File: src/rtl/ram_copy_engine.sv
// ram_copy_engine: block copy/fill engine on a byte RAM with registered read.
// Copy reads one byte then writes it (2 cycles/byte); fill writes one byte per cycle.
module ram_copy_engine #(
   parameter int ADDR_W = 16,
   parameter int DATA_W = 8,
   parameter logic [ADDR_W-1:0] MAX_ADDR = 16'hFFFF
) (
   input  logic              clk_i,
   input  logic              rst_i,
   input  logic              start_i,
   input  logic              mode_i,
   input  logic [ADDR_W-1:0] src_addr_i,
   input  logic [ADDR_W-1:0] dst_addr_i,
   input  logic [ADDR_W-1:0] len_i,
   input  logic [DATA_W-1:0] fill_data_i,
   output logic              busy_o,
   output logic              done_o,
   output logic              err_o,
   output logic              en_w_ram_o,
   output logic [ADDR_W-1:0] w_ram_addr_o,
   output logic [DATA_W-1:0] w_ram_data_o,
   output logic [ADDR_W-1:0] r_ram_addr_o,
   input  logic [DATA_W-1:0] r_ram_data_i
);
   typedef enum logic [2:0] {IDLE, SETUP, RD, WR, DONE} state_t;
   localparam logic [ADDR_W:0] ONE = 1;
   state_t state, state_nx;
   logic mode, err, desc;
   logic [ADDR_W-1:0] cur_src, cur_dst, cnt, r_last;
   logic [DATA_W-1:0] fill;
   logic [ADDR_W:0] src_end, dst_end;
   logic chk_err, chk_desc;
   // During SETUP cur_src/cur_dst/cnt still hold the captured base addresses and length.
   always_comb begin
      src_end  = {1'b0, cur_src} + {1'b0, cnt} - ONE;
      dst_end  = {1'b0, cur_dst} + {1'b0, cnt} - ONE;
      chk_err  = (cnt != '0) && ((dst_end > {1'b0, MAX_ADDR}) || (!mode && (src_end > {1'b0, MAX_ADDR})));
      chk_desc = !mode && (cur_src < cur_dst) && ({1'b0, cur_dst} <= src_end);
   end
   always_comb begin
      state_nx = state;
      case (state)
         IDLE:    state_nx = start_i ? SETUP : IDLE;
         SETUP:   state_nx = (chk_err || cnt == '0) ? DONE : (mode ? WR : RD);
         RD:      state_nx = WR;
         WR:      state_nx = (cnt == ADDR_W'(1)) ? DONE : (mode ? WR : RD);
         DONE:    state_nx = IDLE;
         default: state_nx = IDLE;
      endcase
   end
   always_ff @(posedge clk_i) begin
      if (rst_i) begin
         state   <= IDLE;
         mode    <= 1'b0;
         err     <= 1'b0;
         desc    <= 1'b0;
         cur_src <= '0;
         cur_dst <= '0;
         cnt     <= '0;
         r_last  <= '0;
         fill    <= '0;
      end else begin
         state <= state_nx;
         case (state)
            IDLE: if (start_i) begin
               mode    <= mode_i;
               cur_src <= src_addr_i;
               cur_dst <= dst_addr_i;
               cnt     <= len_i;
               fill    <= fill_data_i;
            end
            SETUP: begin
               err  <= chk_err;
               desc <= chk_desc;
               if (chk_desc) begin
                  cur_src <= src_end[ADDR_W-1:0];
                  cur_dst <= dst_end[ADDR_W-1:0];
               end
            end
            RD: r_last <= cur_src;
            WR: begin
               cnt     <= cnt - ADDR_W'(1);
               cur_src <= desc ? cur_src - ADDR_W'(1) : cur_src + ADDR_W'(1);
               cur_dst <= desc ? cur_dst - ADDR_W'(1) : cur_dst + ADDR_W'(1);
            end
            default: ;
         endcase
      end
   end
   assign busy_o       = (state == SETUP) || (state == RD) || (state == WR);
   assign done_o       = state == DONE;
   assign err_o        = done_o && err;
   assign en_w_ram_o   = state == WR;
   assign w_ram_addr_o = en_w_ram_o ? cur_dst : '0;
   assign w_ram_data_o = en_w_ram_o ? (mode ? fill : r_ram_data_i) : '0;
   assign r_ram_addr_o = (state == RD) ? cur_src : r_last;
endmodule

File: config.mk
export PLATFORM = sky130hd
export DESIGN_NAME = ram_copy_engine
export DESIGN_NICKNAME = d
export VERILOG_FILES = /design/src/rtl/ram_copy_engine.sv
export SDC_FILE = /design/constraint.sdc
export NUM_CORES = 1
export LEC_CHECK = 0
export BUFFER_PORTS_ARGS = -buffer_cell sky130_fd_sc_hd__buf_4
export CORE_MARGIN = 3
export CORE_UTILIZATION = 35
export CTS_CLUSTER_DIAMETER = 60
export DETAILED_ROUTE_END_ITERATION = 10
export GPL_ROUTABILITY_DRIVEN = 0
export PLACE_DENSITY_LB_ADDON = 0.1
export SLEW_MARGIN = 25
export SYNTH_ARGS = -nofsm -noshare
export SYNTH_HDL_FRONTEND = slang
export SYNTH_SLANG_ARGS = --single-unit
File: constraint.sdc
create_clock -name clk_i -period 10.04 [get_ports clk_i]
set_input_delay 2.008 -clock clk_i [delete_from_list [all_inputs] [get_ports clk_i]]
set_output_delay 2.008 -clock clk_i [all_outputs]
set_load 0.03 [all_outputs]
**Word level (Yosys, flattened, before mapping)**

Index checks and enable logic that the tools add are counted.

- Register bits after elaboration: 78
- Output and inout port bits: 44
- Logic and storage cells: 66

- $lt $le $gt $ge: 4
- Reductions and logical operators: 18
- Equality and inequality tests: 7
- Muxes and demuxes: 19
- $add $sub $neg: 9

Operators by type and width:

| kind | count |
|---|---|
| 16-bit two-way mux | 9 |
| 16-bit one-hot mux with 3 select lines | 2 |
| 16-bit by 1-bit subtractor with 16-bit output, second input constant | 3 |
| 16-bit by 16-bit adder with 17-bit output | 2 |
| 17-bit by 16-bit > comparator with 1-bit output, second input constant | 2 |
| 17-bit by 1-bit subtractor with 17-bit output, second input constant | 2 |
| 16-bit by 1-bit adder with 16-bit output, second input constant | 2 |
| 16-bit one-hot mux with 2 select lines | 1 |
| 16-bit by 17-bit <= comparator with 1-bit output | 1 |
| 16-bit by 1-bit equality test with 1-bit output, second input constant | 1 |
| 16-bit logical NOT | 1 |
| 16-bit < comparator | 1 |
| 8-bit two-way mux | 2 |
| 16-bit nonzero test | 1 |
| 3-bit one-hot mux with 4 select lines | 1 |
| 3-bit by 2-bit equality test with 1-bit output, second input constant | 2 |
| 3-bit two-way mux | 2 |
| 1-bit logical AND | 5 |
| 1-bit logical OR | 4 |
| 2-bit != test, second input constant | 2 |
| 2-bit AND reduction | 2 |
| 3-bit by 1-bit equality test with 1-bit output, second input constant | 1 |
| 3-bit equality test, second input constant | 1 |
| 3-bit logical NOT | 1 |
| other kinds (5) | 6 |

**Logic depth before layout (Yosys ltp)**

Gate-level depths: netlist of run 1.

- Depth in word-level cells: 9
- Depth in mapped cells: 22
- Gate-level depth less buffers: 21

**Worst setup path before layout of run 1**

Ideal clock, no wire load.

- Path kind: flip-flop to flip-flop
- Start: reg cur_src[1]
- End: reg cur_dst[2]
- Buffers on the path: 1
- Path slack: 5.481 ns
- Cell stages (with the launch flop): 23
- Arrival: 4.425 ns
- Library setup time: 0.134 ns
- Required time: 9.906 ns
- Cells stage by stage: dfxtp_1 inv_1 ha_1 inv_1 ha_1 fa_1 a211oi_1 o211ai_1 a31o_2 a21oi_1 o21bai_1 a21oi_1 xor2_1 ha_1 or3_1 a221oi_1 o211ai_1 o211ai_1 o221a_4 o22ai_2 buf_2 a211oi_1 a211oi_1

- Cells in the longest elaborated chain, start to end: 6

Ends and longest elaborated chain:

| what | line | RTL |
|---|---|---|
| start: declaration | 29 | `logic [ADDR_W-1:0] cur_src, cur_dst, cnt, r_last;` |
| start signal: assignment | 67 | `cur_src <= src_addr_i;` |
| start signal: assignment | 76 | `cur_src <= src_end[ADDR_W-1:0];` |
| start signal: assignment | 83 | `cur_src <= desc ? cur_src - ADDR_W'(1) : cur_src + ADDR_W'(1);` |
| 16-bit by 16-bit adder with 17-bit output | 35 | `src_end = {1'b0, cur_src} + {1'b0, cnt} - ONE;` |
| 17-bit by 1-bit subtractor with 17-bit output | 35 |  |
| 16-bit by 17-bit <= comparator with 1-bit output | 38 | `chk_desc = !mode && (cur_src < cur_dst) && ({1'b0, cur_dst} <= src_end);` |
| 1-bit logical AND (*) | 38 |  |
| 2-bit != test (no line) (*) | -- |  |
| 3-bit AND reduction (no line) (*) | -- |  |
| end signal: assignment | 68 | `cur_dst <= dst_addr_i;` |
| end signal: assignment | 77 | `cur_dst <= dst_end[ADDR_W-1:0];` |
| end signal: assignment | 84 | `cur_dst <= desc ? cur_dst - ADDR_W'(1) : cur_dst + ADDR_W'(1);` |
| end: declaration | 29 |  |

Mark *: on every way between the ends. The rest lies on a longest branch, timed or not.
A chain may end at the register's enable or synchronous reset.

**Worst setup path in the final report of run 1**

- Start: reg cur_src[1]
- End: reg cur_src[15]

- Cells in the longest elaborated chain, start to end: 6

Ends and longest elaborated chain:

| what | line |
|---|---|
| 16-bit by 16-bit adder with 17-bit output | 35 |
| 17-bit by 1-bit subtractor with 17-bit output | 35 |
| 16-bit by 17-bit <= comparator with 1-bit output | 38 |
| 1-bit logical AND | 38 |
| 2-bit != test (no line) | -- |
| 3-bit AND reduction (no line) | -- |

Parallel ways exist; a longest one is shown, timed or not. The select of a mux whose other input is x is not followed.

==> impl_metrics.tcl, run 1 <==
set metrics [dict create \
    status "finished clean" \
    critical_path_buf_inv_count 2 \
    fp-row-count 54 \
    clkTransAtPathRegs_ns 0.07 \
    cp-end-kind "flop" \
    cp.depth 21 \
    path_delay_family "compound AO/OA/AOI/OAI gates" \
    ctsResizeCount 0 \
    syn_to_final_growth_pct 17.8 \
    hold_buffers 0 \
    finalNonFillerCells 1406 \
    critPathSlowestCell "a2bb2oi_4" \
    syn_area_sq_um 7900 \
    avgViaCountPerCell 5.35 \
    period_share_pct 56.3 \
    boundaryPins 112 \
    ys_async_sr_fraction_pct 0 \
    drc 0 \
    timing.reg2reg.setup_slack_ns 4.39 \
    synth_fp_nets 1226 \
    drive_above_1_share_pct 14.8 \
    critPathCapture "cur_src[15]$_SDFFE_PP0P_" \
    grt_first_pass_wirelength_microns 40000 \
    cts_root_buffer "clkbuf_16" \
    hold_viol_final 0 \
    dp_hpwl_microns 19400 \
    cts.sinks 78 \
    rsz0062_at_grt "false" \
    drtAntennaViolNets 0 \
    drv_slew 0 \
    clk_path_buf_depth 2 \
    final_nets 1316 \
    wirelength_microns 25400 \
    hold_depth 2 \
    grt_max_degree 79 \
    synth_edf_count 0 \
    worstPathMaxFanout 27 \
    cts_max_level 3 \
    rr_endpoint "cur_src[15]$_SDFFE_PP0P_" \
    cp.arrival_ns 5.84 \
    final_area_sq_um 9300 \
    synthCells 1031 \
    antenna_found_initial 0 \
    vias 7516 \
    drt-initial-drc-count 407 \
    avgSynthCellArea_sq_um 7.66 \
    io_buffers 111 \
    seq_area_frac_synth_pct 19.8 \
    power_density_nw_per_um2 407 \
    max_slew_margin_pct 35.7 \
    clkLatencyLatePin_ns 0.36 \
    period_needed_ns 5.65 \
    core-area_sq_um 22000 \
    post_cts_buffers 0 \
    placed_area_sq_um 9000 \
    dieArea_sq_um 24400 \
    worstMarginPinSlew_ns 0.965 \
    yosys_most_used_dff "dfxtp_1" \
    max_cap_violations 0 \
    diodes 0 \
    ys_seq_elements 78 \
    min_path_type "reg -> reg" \
    peakVddDrop_uv 115 \
    start_util_pct 35.9 \
    r2r_cells 21 \
    fillers 2289 \
    routedWlPerCell_microns 18.0 \
    dieWidth_microns 156 \
    synth_cell_types 66 \
    track_usage_pct 20.9 \
    total_leakage_power_uw 0.00428 \
    grt_pass1_vias 7278 \
    dp.cells 1390 \
    cts_tree "done" \
    skew_ns 0.00977 \
    cp.required_ns 10.22 \
    cts_buffers 9 \
    cpPeakStageDelay_ns 0.71 \
    firstDrtPassIters 5 \
    worstPathCellList "inv_1, ha_1, inv_1, ha_1, fa_1, a211oi_1, o211ai_1, a31o_2, a21oi_1, o21bai_1, xnor2_1, ha_1, a21o_1, a21o_1, a221oi_1, o211ai_1, o211ai_1, o221a_4, a2bb2oi_4, o221a_2, a221oi_1" \
    setup_tns_ns 0 \
    crit_path_start_kind "flop" \
    worstSetupPathType "reg -> reg" \
    overflow 0 \
    startpoint "cur_src[1]$_SDFFE_PP0P_" \
    ys_warn_count 0 \
    reg2reg_from "cur_src[1]$_SDFFE_PP0P_" \
    setup_viol_count_final 0 \
    fmax_mhz 177 \
    dieHeight_microns 156 \
]
## synthesized netlist by cell type, types with 5 or more instances
cell	count	area, sq um
a211oi_1	31	233
a21o_1	27	203
a21oi_1	89	445
a221oi_1	5	43.8
a31oi_1	14	87.6
clkbuf_1	34	128
dfxtp_1	78	1560
ha_1	123	1540
inv_1	120	450
mux2_2	17	191
mux2i_1	12	120
nand2_1	96	360
nand2b_1	11	68.8
nand3_1	10	50.1
nand4_1	11	68.8
nor2_1	77	289
nor2b_1	22	138
nor3_1	22	110
nor4_1	7	43.8
o211ai_1	43	323
o21a_1	8	60.1
o21ai_0	38	190
o21bai_1	9	67.6
o22ai_1	5	31.3
or3_1	7	43.8
xnor2_1	30	263
xor2_1	17	149
## where the power goes
group	switching (uW)	total [uW]	leakage [uW]	internal, uW
sequential	129	527	0.000640	398
clock	146	352	0.000152	205
combinational	1730	2910	0.00349	1180
total	2000	3780	0.00428	1780
## worst min-delay path by stage
| stage | slack [ns] | to | from |
|---|---|---|---|
| after CTS | 0.46 | fill[5]$_SDFFE_PP0P_ | fill[5]$_SDFFE_PP0P_ |
| after global placement | 0.45 | fill[7]$_SDFFE_PP0P_ | fill[7]$_SDFFE_PP0P_ |
| final | 0.46 | fill[7]$_SDFFE_PP0P_ | fill[7]$_SDFFE_PP0P_ |
| after floorplan | 0.44 | fill[0]$_SDFFE_PP0P_ | fill[0]$_SDFFE_PP0P_ |
| after detailed placement | 0.45 | fill[4]$_SDFFE_PP0P_ | fill[4]$_SDFFE_PP0P_ |
| after global routing | 0.48 | fill[5]$_SDFFE_PP0P_ | fill[5]$_SDFFE_PP0P_ |
## per-layer routing
metal / up-vias / GRT usage, % / share of wire, % / wire (microns)
met5: - / 0 / 0 / 0
met4: 0 / 6.29 / 2.0 / 520
met3: 24 / 2.54 / 4.0 / 1020
met2: 168 / 32.2 / 43 / 10800
met1: 3454 / 30.5 / 51 / 13000
li1: 3870 / - / - / -
## cells by family after synthesis
| logic type | synth area share, % |
|---|---|
| AO/OA/AOI/OAI | 26.6 |
| multiplexers | 3.94 |
| adder cells (fa/ha/maj) | 20.5 |
| AND/OR/NAND/NOR | 16.0 |
| XOR/XNOR | 5.21 |
| buffers and inverters | 7.91 |
| flip-flops | 19.8 |
## area by class of cell
| class | count | area, sq um | share of cell area [%] |
|---|---|---|---|
| multi-input cells | 791 | 5730 | 61.6 |
| flip-flops and latches | 78 | 1560 | 16.8 |
| repair buffers | 120 | 901 | 9.69 |
| inverters | 121 | 454 | 4.88 |
| well taps | 280 | 350 | 3.77 |
| clock buffers | 12 | 256 | 2.76 |
| clock inverters | 4 | 45.0 | 0.484 |
## registers in the layout (all words and copies together), names as in the netlist
| register | count |
|---|---|
| state | 3 |
| mode | 1 |
| fill | 8 |
| r_last | 16 |
| desc | 1 |
| err | 1 |
| cur_dst | 16 |
| cnt | 16 |
| cur_src | 16 |
## tightest hold or removal path, cell delays in order (launching register included)
cell     delay, ns
dfxtp_1       0.31
nand2_1       0.05
a21oi_1       0.05
## cell usage in the layout, fill, tap and decap left out, types with 5 or more instances in the layout
cell type and count:
buf_4 120, nor2b_1 21, a21o_1 27, dfxtp_1 77, nor3_1 21, ha_1 123
mux2i_1 12, o211ai_1 43, nand2_1 96, clkbuf_16 9, a31oi_1 14, a211oi_1 31
a221oi_1 5, or3_1 7, a21oi_1 89, nor4_1 7, mux2_2 17, inv_1 120
nand2b_1 11, o21ai_0 38, o21a_1 8, nand4_1 11, o21bai_1 9, o22ai_1 5
xnor2_1 30, nand3_1 10, nor2_1 77, xor2_1 17
## per-stage QoR
step	worst slack [ns]	total power, uW	utilization, %	hold WS [ns]
6_report	4.39	3780	42.2	0.458
5_1_grt	3.90	4190	42.2	0.480
4_1_cts	4.34	3800	42.2	0.462
3_5_place_dp	4.38	3430	40.9	0.450
3_3_place_gp	4.50	3430	40.9	0.446
2_1_floorplan	5.48	2690	-	0.436
(Power assumes the default switching activity.)
==> run 2, diff against run 1 <==
==> constraint.sdc (replaced) <==
create_clock -name clk_i -period 5.9 [get_ports clk_i]
set_input_delay 1.18 -clock clk_i [delete_from_list [all_inputs] [get_ports clk_i]]
set_output_delay 1.18 -clock clk_i [all_outputs]
set_load 0.03 [all_outputs]
==> run 2 against run 1 <==
Critical path depth rose by 1. Hold slack improved by 0.0020 ns. Via count rose by 0.72%. Critical endpoint is now cur_dst[4]$_SDFFE_PP0P_. Setup slack got worse by 3.9 ns. Cell area rose by 0.48%.
==> impl_metrics.tcl, run 2 (same netlist as run 1, synthesis figures left out) <==
set metrics [dict create \
    routedWlPerCell_microns 17.9 \
    drv_slew 0 \
    crit_path_start_kind "flop" \
    vias 7570 \
    worstMarginPinSlew_ns 0.734 \
    grt_max_degree 50 \
    period_share_pct 91.5 \
    drtAntennaViolNets 0 \
    clk_path_buf_depth 2 \
    diodes 0 \
    core-area_sq_um 22000 \
    min_from "fill[7]$_SDFFE_PP0P_" \
    dieArea_sq_um 24400 \
    rr_endpoint "cur_dst[4]$_SDFFE_PP0P_" \
    clkLatencyLatePin_ns 0.35 \
    final_nets 1322 \
    grt_pass1_vias 7332 \
    min_path_type "reg -> reg" \
    setup_viol_count_final 0 \
    avgViaCountPerCell 5.36 \
    whs_ns 0.460 \
    cts_root_buffer "clkbuf_16" \
    drt-initial-drc-count 364 \
    cp-end-kind "flop" \
    hold_depth 2 \
    fillers 2345 \
    critPathSlowestCell "dfxtp_1" \
    status "finished clean" \
    grt_first_pass_wirelength_microns 40100 \
    power_density_nw_per_um2 687 \
    drc 0 \
    max_slew_margin_pct 50.6 \
    antenna_found_initial 0 \
    cp.required_ns 6.12 \
    start_util_pct 35.9 \
    critical_path_buf_inv_count 3 \
    worstSetupPathType "reg -> reg" \
    hold_viol_final 0 \
    period_needed_ns 5.40 \
    clkTransAtPathRegs_ns 0.07 \
    post_cts_buffers 0 \
    worstPathCellList "inv_1, ha_1, inv_1, ha_1, fa_1, a211oi_1, o211ai_1, a31o_2, a21oi_1, o21bai_1, xnor2_1, ha_1, a21o_1, a21o_1, a221oi_1, o211ai_1, o211ai_1, o221a_4, a2bb2oi_4, buf_4, mux2i_1, nor2_1" \
    rsz0062_at_grt "false" \
    setup_tns_ns 0 \
    hold_buffers 0 \
    fp-row-count 54 \
    path_delay_family "compound AO/OA/AOI/OAI gates" \
    wirelength_microns 25300 \
    timing.reg2reg.setup_slack_ns 0.50 \
    boundaryPins 112 \
    fmax_mhz 185 \
    dp_hpwl_microns 19700 \
    peakVddDrop_uv 229 \
    cp.arrival_ns 5.62 \
    cts_buffers 9 \
    hold_end "fill[7]$_SDFFE_PP0P_" \
    cts_tree "done" \
    syn_to_final_growth_pct 18.3 \
    ctsResizeCount 0 \
    total_leakage_power_uw 0.00430 \
    final_common_cell "buf_4" \
    skew_ns 0.00967 \
    r2r_cells 22 \
    cts.sinks 78 \
    cts_max_level 3 \
    dieWidth_microns 156 \
    overflow 0 \
    reg2reg_from "cur_src[1]$_SDFFE_PP0P_" \
    io_buffers 111 \
    track_usage_pct 20.8 \
    max_cap_violations 0 \
    dieHeight_microns 156 \
    firstDrtPassIters 5 \
    layout_common_cells "buf_4, ha_1, inv_1, nand2_1, a21oi_1" \
    drive_above_1_share_pct 15.2 \
    cpPeakStageDelay_ns 0.44 \
    worstPathMaxFanout 15 \
]
-- run 2: worst min-delay path, delay by kind of cell (launching register included) --
kind,cells,cell delay [ns]
flip-flops,1,0.31
AND/OR/NAND/NOR,1,0.05
AO/OA/AOI/OAI,1,0.05
-- run 2: layout make-up --
cell class,count,area (sq um),area share (%)
clock buffers,12,246,2.64
inverters,121,454,4.86
repair buffers,126,946,10.1
clock inverters,4,55.1,0.589
multi-input cells,791,5730,61.3
flip-flops and latches,78,1560,16.7
well taps,280,350,3.75
-- run 2: per-stage QoR --
| stage | cells | power (uW) | area (sq um) | utilization [%] | setup slack [ns] |
|---|---|---|---|---|---|
| detailed placement | 1396 | 5810 | 9040 | 41.1 | 0.479 |
| floorplan | 1031 | 4580 | 7900 | - | 1.34 |
| global placement | 1396 | 5800 | 9040 | 41.1 | 0.584 |
| CTS | 1412 | 6460 | 9350 | 42.4 | 0.470 |
| global route | 1412 | 7140 | 9350 | 42.4 | 0.0698 |
| finish | 1412 | 6420 | 9350 | 42.4 | 0.500 |
-- run 2: power by group --
part / switching (uW) / internal (uW) / total (uW) / leakage [uW]
registers: 216 / 677 / 893 / 0.000640
logic: 2900 / 2030 / 4930 / 0.00352
clock network: 258 / 343 / 601 / 0.000143
total: 3370 / 3050 / 6420 / 0.00430
-- run 2: per-layer routing --
metal | vias up | part of all wire [%] | global-route usage, %
met3 | 19 | 3.8 | 2.35
met1 | 3493 | 51 | 30.3
met5 | - | 0 | 0
li1 | 3895 | - | -
met4 | 0 | 1.2 | 4.79
met2 | 163 | 44 | 33.1
-- run 2: worst max-delay path by stage --
stage / end / depth (start not counted) / slack, ns / from
2_1_floorplan: cur_dst[2]$_SDFFE_PP0P_ / 22 / 1.34 / cur_src[1]$_SDFFE_PP0P_
3_3_place_gp: cur_dst[4]$_SDFFE_PP0P_ / 22 / 0.58 / cur_src[1]$_SDFFE_PP0P_
3_5_place_dp: cur_dst[4]$_SDFFE_PP0P_ / 22 / 0.48 / cur_src[1]$_SDFFE_PP0P_
4_1_cts: cur_dst[4]$_SDFFE_PP0P_ / 22 / 0.47 / cur_src[1]$_SDFFE_PP0P_
5_1_grt: cur_dst[4]$_SDFFE_PP0P_ / 22 / 0.07 / cur_src[1]$_SDFFE_PP0P_
6_report: cur_dst[4]$_SDFFE_PP0P_ / 22 / 0.50 / cur_src[1]$_SDFFE_PP0P_
